--- config.mk ---
export PLATFORM = sky130hd
export DESIGN_NAME = read_addr_gen
export DESIGN_NICKNAME = d
export VERILOG_FILES = /design/src/rtl/read_addr_gen.sv
export SDC_FILE = /design/constraint.sdc
export NUM_CORES = 1
export LEC_CHECK = 0
export CORE_MARGIN = 2
export CORE_UTILIZATION = 45
export CTS_BUF_LIST = sky130_fd_sc_hd__clkbuf_8
export DETAILED_ROUTE_END_ITERATION = 12
export PLACE_DENSITY = 0.74
export SYNTH_ARGS = -nofsm -noshare
export SYNTH_HDL_FRONTEND = slang
export SYNTH_SLANG_ARGS = --single-unit
export TNS_END_PERCENT = 30
--- constraint.sdc ---
create_clock -name clk -period 6.4 [get_ports clk]
set_clock_uncertainty 0.05 [all_clocks]
set_input_delay 0.64 -clock clk [delete_from_list [all_inputs] [get_ports clk]]
set_output_delay 0.64 -clock clk [all_outputs]
set_load 0.02 [all_outputs]
--- src/rtl/read_addr_gen.sv ---
// Sliding-window read address generator: walks filter taps for each output window and
// issues paired reads to the circular IF scratchpad and the filter scratchpad.
module read_addr_gen #(
  parameter int FILT_ADDR_LEN = 4,
  parameter int IF_ADDR_LEN   = 4
) (
  input  logic                     clk,
  input  logic                     rst,
  input  logic                     start_rd_gen,
  input  logic [IF_ADDR_LEN-1:0]   if_rd_base,
  input  logic [IF_ADDR_LEN:0]     if_len,
  input  logic [FILT_ADDR_LEN:0]   filter_len,
  input  logic [IF_ADDR_LEN-1:0]   stride,
  input  logic [IF_ADDR_LEN:0]     if_valid_cnt,
  input  logic                     psum_ready,
  output logic                     rd_en,
  output logic [IF_ADDR_LEN-1:0]   if_rd_addr,
  output logic [FILT_ADDR_LEN-1:0] filt_rd_addr,
  output logic                     psum_done,
  output logic                     stride_pos_ld,
  output logic                     stride_count_flag,
  output logic                     full_done,
  output logic [1:0]               state_dbg
);

  // Wide enough that offset + stride + filter length can never overflow.
  localparam int CW = ((IF_ADDR_LEN > FILT_ADDR_LEN) ? IF_ADDR_LEN : FILT_ADDR_LEN) + 3;

  typedef enum logic [1:0] {
    IDLE = 2'd0,
    RUN  = 2'd1,
    FIN  = 2'd2
  } state_t;

  state_t                   state;
  logic [IF_ADDR_LEN-1:0]   base_q;
  logic [IF_ADDR_LEN-1:0]   stride_q;
  logic [IF_ADDR_LEN:0]     if_len_q;
  logic [FILT_ADDR_LEN:0]   filt_len_q;
  logic [IF_ADDR_LEN:0]     w_off;
  logic [FILT_ADDR_LEN:0]   k;

  logic [CW-1:0]            tap_off;
  logic [CW-1:0]            next_end;
  logic [IF_ADDR_LEN-1:0]   rd_addr_next;
  logic [IF_ADDR_LEN-1:0]   stride_eff;
  logic                     issue;
  logic                     last_tap;
  logic                     last_win;
  logic                     degenerate;

  // Handshake: a read is issued (rd_en=1 next cycle) only on an edge where psum_ready=1 and
  // the tap's IF word has been written; otherwise rd_en=0 and every counter and address holds.
  always_comb begin
    tap_off      = CW'(w_off) + CW'(k);
    issue        = psum_ready && (tap_off < CW'(if_valid_cnt));
    last_tap     = (CW'(k) + CW'(1)) == CW'(filt_len_q);
    next_end     = CW'(w_off) + CW'(stride_q) + CW'(filt_len_q);
    last_win     = next_end > CW'(if_len_q);
    rd_addr_next = base_q + w_off[IF_ADDR_LEN-1:0] + IF_ADDR_LEN'(k);
    stride_eff   = (stride == '0) ? IF_ADDR_LEN'(1) : stride;
    degenerate   = (filter_len == '0) || (CW'(filter_len) > CW'(if_len));
  end

  always_ff @(posedge clk) begin
    if (!rst) begin
      state             <= IDLE;
      base_q            <= '0;
      stride_q          <= '0;
      if_len_q          <= '0;
      filt_len_q        <= '0;
      w_off             <= '0;
      k                 <= '0;
      rd_en             <= 1'b0;
      if_rd_addr        <= '0;
      filt_rd_addr      <= '0;
      psum_done         <= 1'b0;
      stride_pos_ld     <= 1'b0;
      stride_count_flag <= 1'b0;
      full_done         <= 1'b0;
    end else begin
      rd_en             <= 1'b0;
      psum_done         <= 1'b0;
      stride_pos_ld     <= 1'b0;
      stride_count_flag <= 1'b0;
      full_done         <= 1'b0;
      // A start in any state restarts cleanly; an aborted run never reports full_done.
      if (start_rd_gen) begin
        base_q     <= if_rd_base;
        if_len_q   <= if_len;
        filt_len_q <= filter_len;
        stride_q   <= stride_eff;
        w_off      <= '0;
        k          <= '0;
        state      <= degenerate ? FIN : RUN;
      end else begin
        case (state)
          RUN: begin
            if (issue) begin
              rd_en        <= 1'b1;
              if_rd_addr   <= rd_addr_next;
              filt_rd_addr <= k[FILT_ADDR_LEN-1:0];
              if (last_tap) begin
                psum_done <= 1'b1;
                k         <= '0;
                if (last_win) begin
                  stride_count_flag <= 1'b1;
                  state             <= FIN;
                end else begin
                  stride_pos_ld <= 1'b1;
                  w_off         <= w_off + (IF_ADDR_LEN+1)'(stride_q);
                end
              end else begin
                k <= k + 1'b1;
              end
            end
          end
          FIN: begin
            full_done <= 1'b1;
            state     <= IDLE;
          end
          default: state <= IDLE;
        endcase
      end
    end
  end

  assign state_dbg = state;

endmodule

==> impl_metrics.tcl, run 1 <==
set metrics [dict create \
    drt_iter0_drc 130 \
    synth-seq-area-share_pct 30.65 \
    rsz0062_at_grt "no" \
    ys_warn_count 0 \
    worst_ep_required_time_ps 6600 \
    wl_met1_um 2984 \
    synth_edf_count 0 \
    synth_top_area_cell "dfxtp_1" \
    status "finished, final reports clean" \
    fin_crit_sh_pct 57.56 \
    grt_max_degree 28 \
    multi_input_comb_area_um2 1784 \
    firstDrtPassIters 4 \
    ys.flop_type "dfxtp_1" \
    syn_area_um2 2809 \
    fin_nets 415 \
    reg2reg_depth 10 \
    grt_pass1_vias 2156 \
    core_um2 5991 \
    synthArstFlopShare_pct 0 \
    p_leak_nw 1.497 \
    regArea_um2 860.8 \
    relSlewSlack_pct 36.69 \
    drc_errors 0 \
    path_cells "ha_1 -> inv_1 -> fa_1 -> inv_1 -> ha_1 -> a2111oi_0 -> o211ai_1 -> nor3_2 -> and3_2 -> and2_1" \
    synth_cell_type_count 48 \
    grt_pass1_wl_um 10410 \
    worstReg2RegStart "k[0]$_SDFFE_PP0P_" \
    drive_gt1_share_pct 3.746 \
    crit_type "reg -> reg" \
    endpoint_kind "register" \
    postPlaceCellArea_um2 3277 \
    cp_max_fo 12 \
    utilization_pct 56.91 \
    cts_root_buf "clkbuf_8" \
    cts_setup_buffers 0 \
    diodes 0 \
    postLayoutCellArea_um2 3410 \
    hpwl_um 4735 \
    cp-start-kind "register" \
    die_width_um 83.01 \
    tns_ps 0 \
    hold_viol_final 0 \
    row_count 28 \
    hp-start "state_dbg[0]$_SDFFE_PN0P_" \
    hold_path_depth 1 \
    fill_cells 540 \
    slowest_delay_ps 750 \
    powerDensity_nw_per_um2 189.6 \
    numCtsBuffers 5 \
    die_h_um 83.01 \
    wl_met3_um 221 \
    place_congestion 0.8694 \
    holdBufCountCts 0 \
    peakVddDrop_v 0.0001039 \
    clock.fmax_ghz 0.2714 \
    crit_arrival_ps 3890 \
    clk_latency_ps 300 \
    viasPerCell 5.284 \
    fin_crit_ps 3684 \
    ant_nets 0 \
    cp_slowest_cell "nor3_2" \
    syn2layout_area_growth_pct 21.38 \
    drt-total-wl_um 6202 \
    io_pins 42 \
    port_buffers 41 \
    max_cap_violations 0 \
    htree_levels 2 \
    syn-num-nets 375 \
    regToRegSetupSlack_ps 2720 \
    grt_usage_pct 18.54 \
    cts_resized 0 \
    holdWs_ps 423.9 \
    crit_family "simple AND/OR/NAND/NOR gates" \
    slew_violations 0 \
    grt_overflow 0 \
    synth.avg_cell_area_um2 9.180 \
    hp-class "reg -> reg" \
    routed-via-count 2230 \
    highest-signal-layer "met4" \
    dieArea_um2 6890 \
    holdPathEnd "full_done$_SDFF_PP0_" \
    cts_tree "done" \
    initial_core_util_pct 46.89 \
    path_clk_slew_ps 80 \
    synth.top_cells.by_area "dfxtp_1, ha_1, fa_1" \
    tightest_slew_ps 944.5 \
    reg2reg_to "stride_count_flag$_SDFF_PP0_" \
    yosysTopAreaCellShare_pct 30.65 \
    ys_seq_elements 43 \
    worst-path-buf-inv 2 \
    cts_buffer_depth 2 \
    wl_per_cell_um 14.70 \
    antenna_found_initial 0 \
    met2RoutedLength_um 2886 \
    setup_viol 0 \
    synth_cells 306 \
    cts.sinks 43 \
    p_total_uw 646.5 \
]
cells by family after synthesis:
group                    count (synthesis)  synth area share, %
AO/OA/AOI/OAI                           54                13.05
XOR/XNOR                                18                5.613
AND/OR/NAND/NOR                         86                15.37
adder cells (fa/ha/maj)                 42                21.65
flip-flops                              43                30.65
buffers and inverters                   41                5.835
multiplexers                            22                7.840
flip-flops by register name, summed over array words and instances, names as in the netlist:
signal             count
state_dbg              2
psum_done              1
base_q                 4
k                      5
stride_q               4
full_done              1
stride_pos_ld          1
if_len_q               5
stride_count_flag      1
rd_en                  1
w_off                  5
filt_rd_addr           4
if_rd_addr             4
filt_len_q             5
cells in the mapped netlist (2+ instances only):
cell      instances
and3_1            2
o21ai_0           9
nand3_1           7
xnor2_1          15
a211oi_1          4
and2_1            2
inv_1            31
dfxtp_1          43
fa_1             11
buf_2             2
o211a_1           2
nand2b_1          4
and3_2            2
ha_1             31
nor3_1            6
nand4b_1          2
nor2b_1           4
a21oi_1          17
mux2i_1          22
nor2_1           35
o22ai_1           2
nand2_1          13
a21o_1            4
clkbuf_1          5
xor2_1            3
o21a_1            3
o211ai_1          2
nor3b_1           3
placed cells by master, fill, tap and decap left out, types with 2 or more instances in the layout:
master	count
dfxtp_1	43
clkdlybuf4s50_1	41
nor2_1	35
inv_1	32
ha_1	31
mux2i_1	22
a21oi_1	17
xnor2_1	15
nand2_1	13
fa_1	11
o21ai_0	9
nand3_1	7
nor3_1	6
clkbuf_8	5
nor2b_1	4
a21o_1	4
nand2b_1	4
a211oi_1	4
xor2_1	3
o21a_1	3
nor3b_1	3
o211a_1	2
o211ai_1	2
and3_1	2
and3_2	2
nand4b_1	2
o22ai_1	2
and2_1	2
bufinv_16	2
how the worst max path moves through the flow:
stage | from | endpoint | slack, ps | cells past startpoint
after floorplan | w_off[1]$_SDFFE_PP0P_ | w_off[4]$_SDFFE_PP0P_ | 3330 | 12
after global placement | k[0]$_SDFFE_PP0P_ | stride_count_flag$_SDFF_PP0_ | 2940 | 10
after detailed placement | k[0]$_SDFFE_PP0P_ | stride_count_flag$_SDFF_PP0_ | 2740 | 10
after CTS | k[0]$_SDFFE_PP0P_ | stride_count_flag$_SDFF_PP0_ | 2730 | 10
after global routing | k[0]$_SDFFE_PP0P_ | stride_count_flag$_SDFF_PP0_ | 2420 | 10
final | k[0]$_SDFFE_PP0P_ | stride_count_flag$_SDFF_PP0_ | 2720 | 10
final cells by class:
type / instances / share of cell area (%)
multi-input cells: 222 / 52.33
flip-flops and latches: 43 / 25.25
repair buffers: 42 / 12.26
inverters: 32 / 3.523
well taps: 75 / 2.752
clock buffers: 5 / 2.018
clock inverters: 3 / 1.872
worst register-to-register path, stage by stage (launching register included):
cell and delay [ps]:
dfxtp_1 500, ha_1 230, inv_1 50, fa_1 470, inv_1 40, ha_1 270, a2111oi_0 570, o211ai_1 240
nor3_2 750, and3_2 340, and2_1 110
metal layers:
metal / track usage (%) / vias up
li1: - / 1125
met1: 24.53 / 1044
met2: 30.57 / 52
met3: 3.777 / 9
met4: 5.514 / 0
met5: 0 / -
through the flow:
step	std cells	setup slack, ps
floorplan	306	3335
finish	422	2716
CTS	422	2733
global placement	414	2937
global route	422	2424
detailed placement	414	2741
power breakdown:
part / internal (mW) / leakage (nW) / switching, mW / total, mW
logic: 0.0525 / 1.08 / 0.0588 / 0.111
registers: 0.276 / 0.351 / 0.00869 / 0.285
clock network: 0.154 / 0.0695 / 0.0960 / 0.250
total: 0.483 / 1.50 / 0.163 / 0.646
Power figures use the tool's default switching activity.
==> inputs of run 2 (changes only) <==
==> constraint.sdc (replaced) <==
create_clock -name clk -period 3.7 [get_ports clk]
set_clock_uncertainty 0.05 [all_clocks]
set_input_delay 0.37 -clock clk [delete_from_list [all_inputs] [get_ports clk]]
set_output_delay 0.37 -clock clk [all_outputs]
set_load 0.02 [all_outputs]
==> run 2 against run 1 <==
  * Sequential share of layout area shrank 0.22 points
  * Cell area grew 0.88%
  * Clock power grew 72%
  * Global-route usage shrank 0.48 points
  * Register-to-register slack lost 2400 ps
  * Routed wire length shrank 3.4%
  * Critical path depth grew 3
  * Worst setup slack lost 2400 ps
==> impl_metrics.tcl, run 2 (synthesis results as in run 1) <==
set metrics [dict create \
    status "finished, final reports clean" \
    worstReg2RegStart "w_off[1]$_SDFFE_PP0P_" \
    final_common_cell "dfxtp_1" \
    setup_viol 0 \
    setup_slack_ps 290.9 \
    routed-via-count 2256 \
    place_congestion 0.9347 \
    reg2reg_depth 13 \
    grt_overflow 0 \
    wl_per_cell_um 14.07 \
    cp_max_fo 7 \
    tns_ps 0 \
    row_count 28 \
    dieArea_um2 6890 \
    cp_slowest_cell "fa_1" \
    cts.sinks 43 \
    tightest_slew_ps 822.1 \
    place_inst 418 \
    cp-start-kind "register" \
    max_cap_violations 0 \
    path_cells "inv_1 -> fa_1 -> inv_1 -> ha_1 -> a21o_1 -> a21oi_1 -> xnor2_1 -> ha_1 -> a211o_1 -> o22ai_1 -> nand2_1 -> a311oi_1 -> o21a_1" \
    clock.fmax_ghz 0.2933 \
    ant_nets 0 \
    hold_path_depth 1 \
    clk_latency_ps 290 \
    hpwl_um 4736 \
    drc_errors 0 \
    io_pins 42 \
    cts_setup_buffers 0 \
    grt_max_degree 28 \
    core_um2 5991 \
    fin_crit_ps 3409 \
    cts_buffer_depth 2 \
    p_leak_nw 1.519 \
    fin_nets 419 \
    diodes 0 \
    relSlewSlack_pct 44.86 \
    regToRegSetupSlack_ps 290 \
    crit_type "reg -> reg" \
    worst_ep_required_time_ps 3890 \
    grt_usage_pct 18.06 \
    firstDrtPassIters 4 \
    drt_iter0_drc 102 \
    numCtsBuffers 5 \
    syn2layout_area_growth_pct 22.45 \
    hold_viol_final 0 \
    rsz0062_at_grt "no" \
    drt-total-wl_um 5994 \
    viasPerCell 5.296 \
    initial_core_util_pct 46.89 \
    holdBufCountCts 0 \
    cts_tree "done" \
    drive_gt1_share_pct 4.843 \
    holdPathEnd "full_done$_SDFF_PP0_" \
    cts_resized 0 \
    fin_cells 426 \
    cts_root_buf "clkbuf_8" \
    slew_violations 0 \
    fin_crit_sh_pct 92.14 \
    hp-start "state_dbg[0]$_SDFFE_PN0P_" \
    reg2reg_to "state_dbg[0]$_SDFFE_PN0P_" \
    die_h_um 83.01 \
    antenna_found_initial 0 \
    path_clk_slew_ps 80 \
    htree_levels 2 \
    port_buffers 41 \
    peakVddDrop_v 0.0001569 \
    grt_pass1_vias 2185 \
    hp-class "reg -> reg" \
    utilization_pct 57.41 \
    dp_slack_ps 339.2 \
    powerDensity_nw_per_um2 323.7 \
    grt_pass1_wl_um 10290 \
    slowest_delay_ps 500 \
    crit_arrival_ps 3600 \
    endpoint_kind "register" \
    die_width_um 83.01 \
    final_cell_mix "dfxtp_1, clkdlybuf4s50_1, nor2_1" \
]
## run 2: worst max path at each step
| stage | start | endpoint | cells past startpoint |
|---|---|---|---|
| final | w_off[1]$_SDFFE_PP0P_ | state_dbg[0]$_SDFFE_PN0P_ | 13 |
| after global routing | w_off[1]$_SDFFE_PP0P_ | state_dbg[0]$_SDFFE_PN0P_ | 13 |
| after CTS | w_off[1]$_SDFFE_PP0P_ | state_dbg[0]$_SDFFE_PN0P_ | 13 |
| after detailed placement | w_off[1]$_SDFFE_PP0P_ | state_dbg[0]$_SDFFE_PN0P_ | 13 |
| after global placement | w_off[1]$_SDFFE_PP0P_ | state_dbg[0]$_SDFFE_PN0P_ | 12 |
| after floorplan | w_off[1]$_SDFFE_PP0P_ | w_off[4]$_SDFFE_PP0P_ | 12 |
## run 2: area by class of cell
cell class              instances  area (µm²)
repair buffers                 46       447.9
flip-flops and latches         43       860.8
clock buffers                   5       68.82
multi-input cells             222        1784
well taps                      75       93.84
clock inverters                 3       63.81
fillers                       543        2551
inverters                      32       120.1
## run 2: critical path: cells and delay by family, from the launching register on
family                     cells  cell delay (ps)
AOI/OAI and AO/OA              6             1340
DFF                            1              430
xor gates and xnor gates       1              150
adders and majority gates      3              960
buffers and inverters          2              210
and+or+nand+nor                1              210
## run 2: through the flow
step	area [µm²]	hold WS, ps	total power [mW]
2_1_floorplan	2809	410.4	0.6236
3_3_place_gp	3307	401.0	0.6884
3_5_place_dp	3307	420.0	0.6944
4_1_cts	3440	438.3	1.126
5_1_grt	3440	455.3	1.168
6_report	3440	423.2	1.114
## run 2: per-layer routing
layer / track usage [%] / part of all wire [%] / wire length [µm]
met1: 23.98 / 48 / 2870
met2: 29.91 / 46 / 2782
met3: 3.082 / 3.9 / 236
met4: 5.812 / 1.8 / 105
met5: 0 / 0 / 0
## run 2: power breakdown
part	total (mW)	switching (mW)	internal, mW	leakage [nW]
Combinational	0.191	0.100	0.0913	1.10
Clock	0.430	0.163	0.267	0.0695
Sequential	0.492	0.0142	0.478	0.351
Total	1.11	0.277	0.836	1.52
==> inputs of run 3 (changes only) <==
--- a/config.mk
+++ b/config.mk
@@ -9,6 +9,7 @@
 export CORE_UTILIZATION = 45
 export CTS_BUF_LIST = sky130_fd_sc_hd__clkbuf_8
 export DETAILED_ROUTE_END_ITERATION = 12
+export MAX_ROUTING_LAYER = met4
 export PLACE_DENSITY = 0.74
 export SYNTH_ARGS = -nofsm -noshare
 export SYNTH_HDL_FRONTEND = slang
==> run 3 against run 2 <==
  * Combinational power barely moved
  * Core utilization did not move
  * Critical endpoint unchanged
  * Die area did not move
  * Worst hold slack got worse by 2.5 ps
  * Cell count did not move
  * Cell area did not move
  * Via count rose by 0.66%
  * Global-route usage rose by 0.53 points
  * Clock power barely moved
==> impl_metrics.tcl, run 3 (synthesis results as in run 1) <==
set metrics [dict create \
    wl_met3_um 313 \
    peakVddDrop_v 0.0001570 \
    max_cap_violations 0 \
    endpoint_kind "register" \
    wl_met1_um 2821 \
    highest-signal-layer "met4" \
    cts.sinks 43 \
    viasPerCell 5.331 \
    grt_pass1_wl_um 10310 \
    grt_max_degree 28 \
    cts_buffer_depth 2 \
    drive_gt1_share_pct 4.843 \
    crit_type "reg -> reg" \
    path_clk_slew_ps 80 \
    crit_arrival_ps 3610 \
    numCtsBuffers 5 \
    drc_errors 0 \
    htree_levels 2 \
    die_h_um 83.01 \
    hp-class "reg -> reg" \
    cp_max_fo 7 \
    row_count 28 \
    firstDrtPassIters 4 \
    final_common_cell "dfxtp_1" \
    hold_viol_final 0 \
    relSlewSlack_pct 44.92 \
    holdBufCountCts 0 \
    place_inst 418 \
    diodes 0 \
    drt-total-wl_um 6008 \
    grt_overflow 0 \
    die_width_um 83.01 \
    rsz0062_at_grt "no" \
    grt_pass1_vias 2179 \
    met2RoutedLength_um 2755 \
    dieArea_um2 6890 \
    final_cell_mix "dfxtp_1, clkdlybuf4s50_1, nor2_1" \
    worst_ep_required_time_ps 3900 \
    slew_violations 0 \
    wl_per_cell_um 14.10 \
    p_leak_nw 1.519 \
    fin_crit_ps 3407 \
    powerDensity_nw_per_um2 324.4 \
    grt_usage_pct 18.60 \
    routed-via-count 2271 \
    cts_root_buf "clkbuf_8" \
    cp-start-kind "register" \
    clk_latency_ps 300 \
    tns_ps 0 \
    fill_cells 543 \
    status "finished, final reports clean" \
    cts_setup_buffers 0 \
    setup_viol 0 \
    fin_cells 426 \
    drt_iter0_drc 91 \
    ant_nets 0 \
    fin_nets 419 \
    core_um2 5991 \
    regToRegSetupSlack_ps 290 \
    cts_tree "done" \
    hpwl_um 4736 \
    syn2layout_area_growth_pct 22.45 \
    tightest_slew_ps 821.1 \
    fin_crit_sh_pct 92.08 \
    antenna_found_initial 0 \
    p_total_mw 1.116 \
    io_pins 42 \
    port_buffers 41 \
    clock.fmax_ghz 0.2935 \
    cts_resized 0 \
    initial_core_util_pct 46.89 \
    place_congestion 0.9514 \
]
==> run 3: cell counts in the layout (fill, tap and decap cells not counted) <==
No cell type changed its count.
==> run 3: where the power goes <==
part / internal, mW / leakage, nW / switching, mW
registers: 0.478 / 0.351 / 0.0142
logic: 0.0915 / 1.10 / 0.101
clock network: 0.267 / 0.0695 / 0.165
total: 0.836 / 1.52 / 0.279
==> run 3: path summary, 6_finish.rpt <==
| check | startpoint | to | cells past startpoint |
|---|---|---|---|
| worst max register to register | w_off[1]$_SDFFE_PP0P_ | state_dbg[0]$_SDFFE_PN0P_ | 12 |
| worst min-delay path | state_dbg[0]$_SDFFE_PN0P_ | full_done$_SDFF_PP0_ | 1 |
| worst min register to register | state_dbg[0]$_SDFFE_PN0P_ | full_done$_SDFF_PP0_ | 1 |
| worst max-delay path | w_off[1]$_SDFFE_PP0P_ | state_dbg[0]$_SDFFE_PN0P_ | 12 |
==> run 3: layout make-up <==
class	count	area, µm²	area share (%)
multi-input cells	222	1784	51.87
inverters	32	120.1	3.492
flip-flops and latches	43	860.8	25.03
clock buffers	5	68.82	2.001
repair buffers	46	447.9	13.02
clock inverters	3	63.81	1.855
well taps	75	93.84	2.728
==> run 3: metal layers <==
metal	vias up	track usage [%]
met3	11	2.783
li1	1138	-
met2	63	29.91
met5	-	-
met1	1059	24.04
met4	0	6.259
==> run 3: through the flow <==
stage	setup WS, ps	instance area [µm²]	hold WS, ps	utilization [%]
global route	48.49	3440	455.3	57.41
global placement	445.3	3307	401.0	55.20
floorplan	634.7	2809	410.4	-
CTS	313.0	3440	438.3	57.41
finish	293.0	3440	420.7	57.41
detailed placement	339.2	3307	420.0	55.20
==> run 3: critical path: stages (launching register included) <==
cell	delay, ps
dfxtp_1	430
inv_1	150
fa_1	500
inv_1	60
ha_1	200
fa_1	390
xor2_1	160
ha_1	180
a211o_1	290
o22ai_1	250
nand2_1	210
a311oi_1	340
o21a_1	140
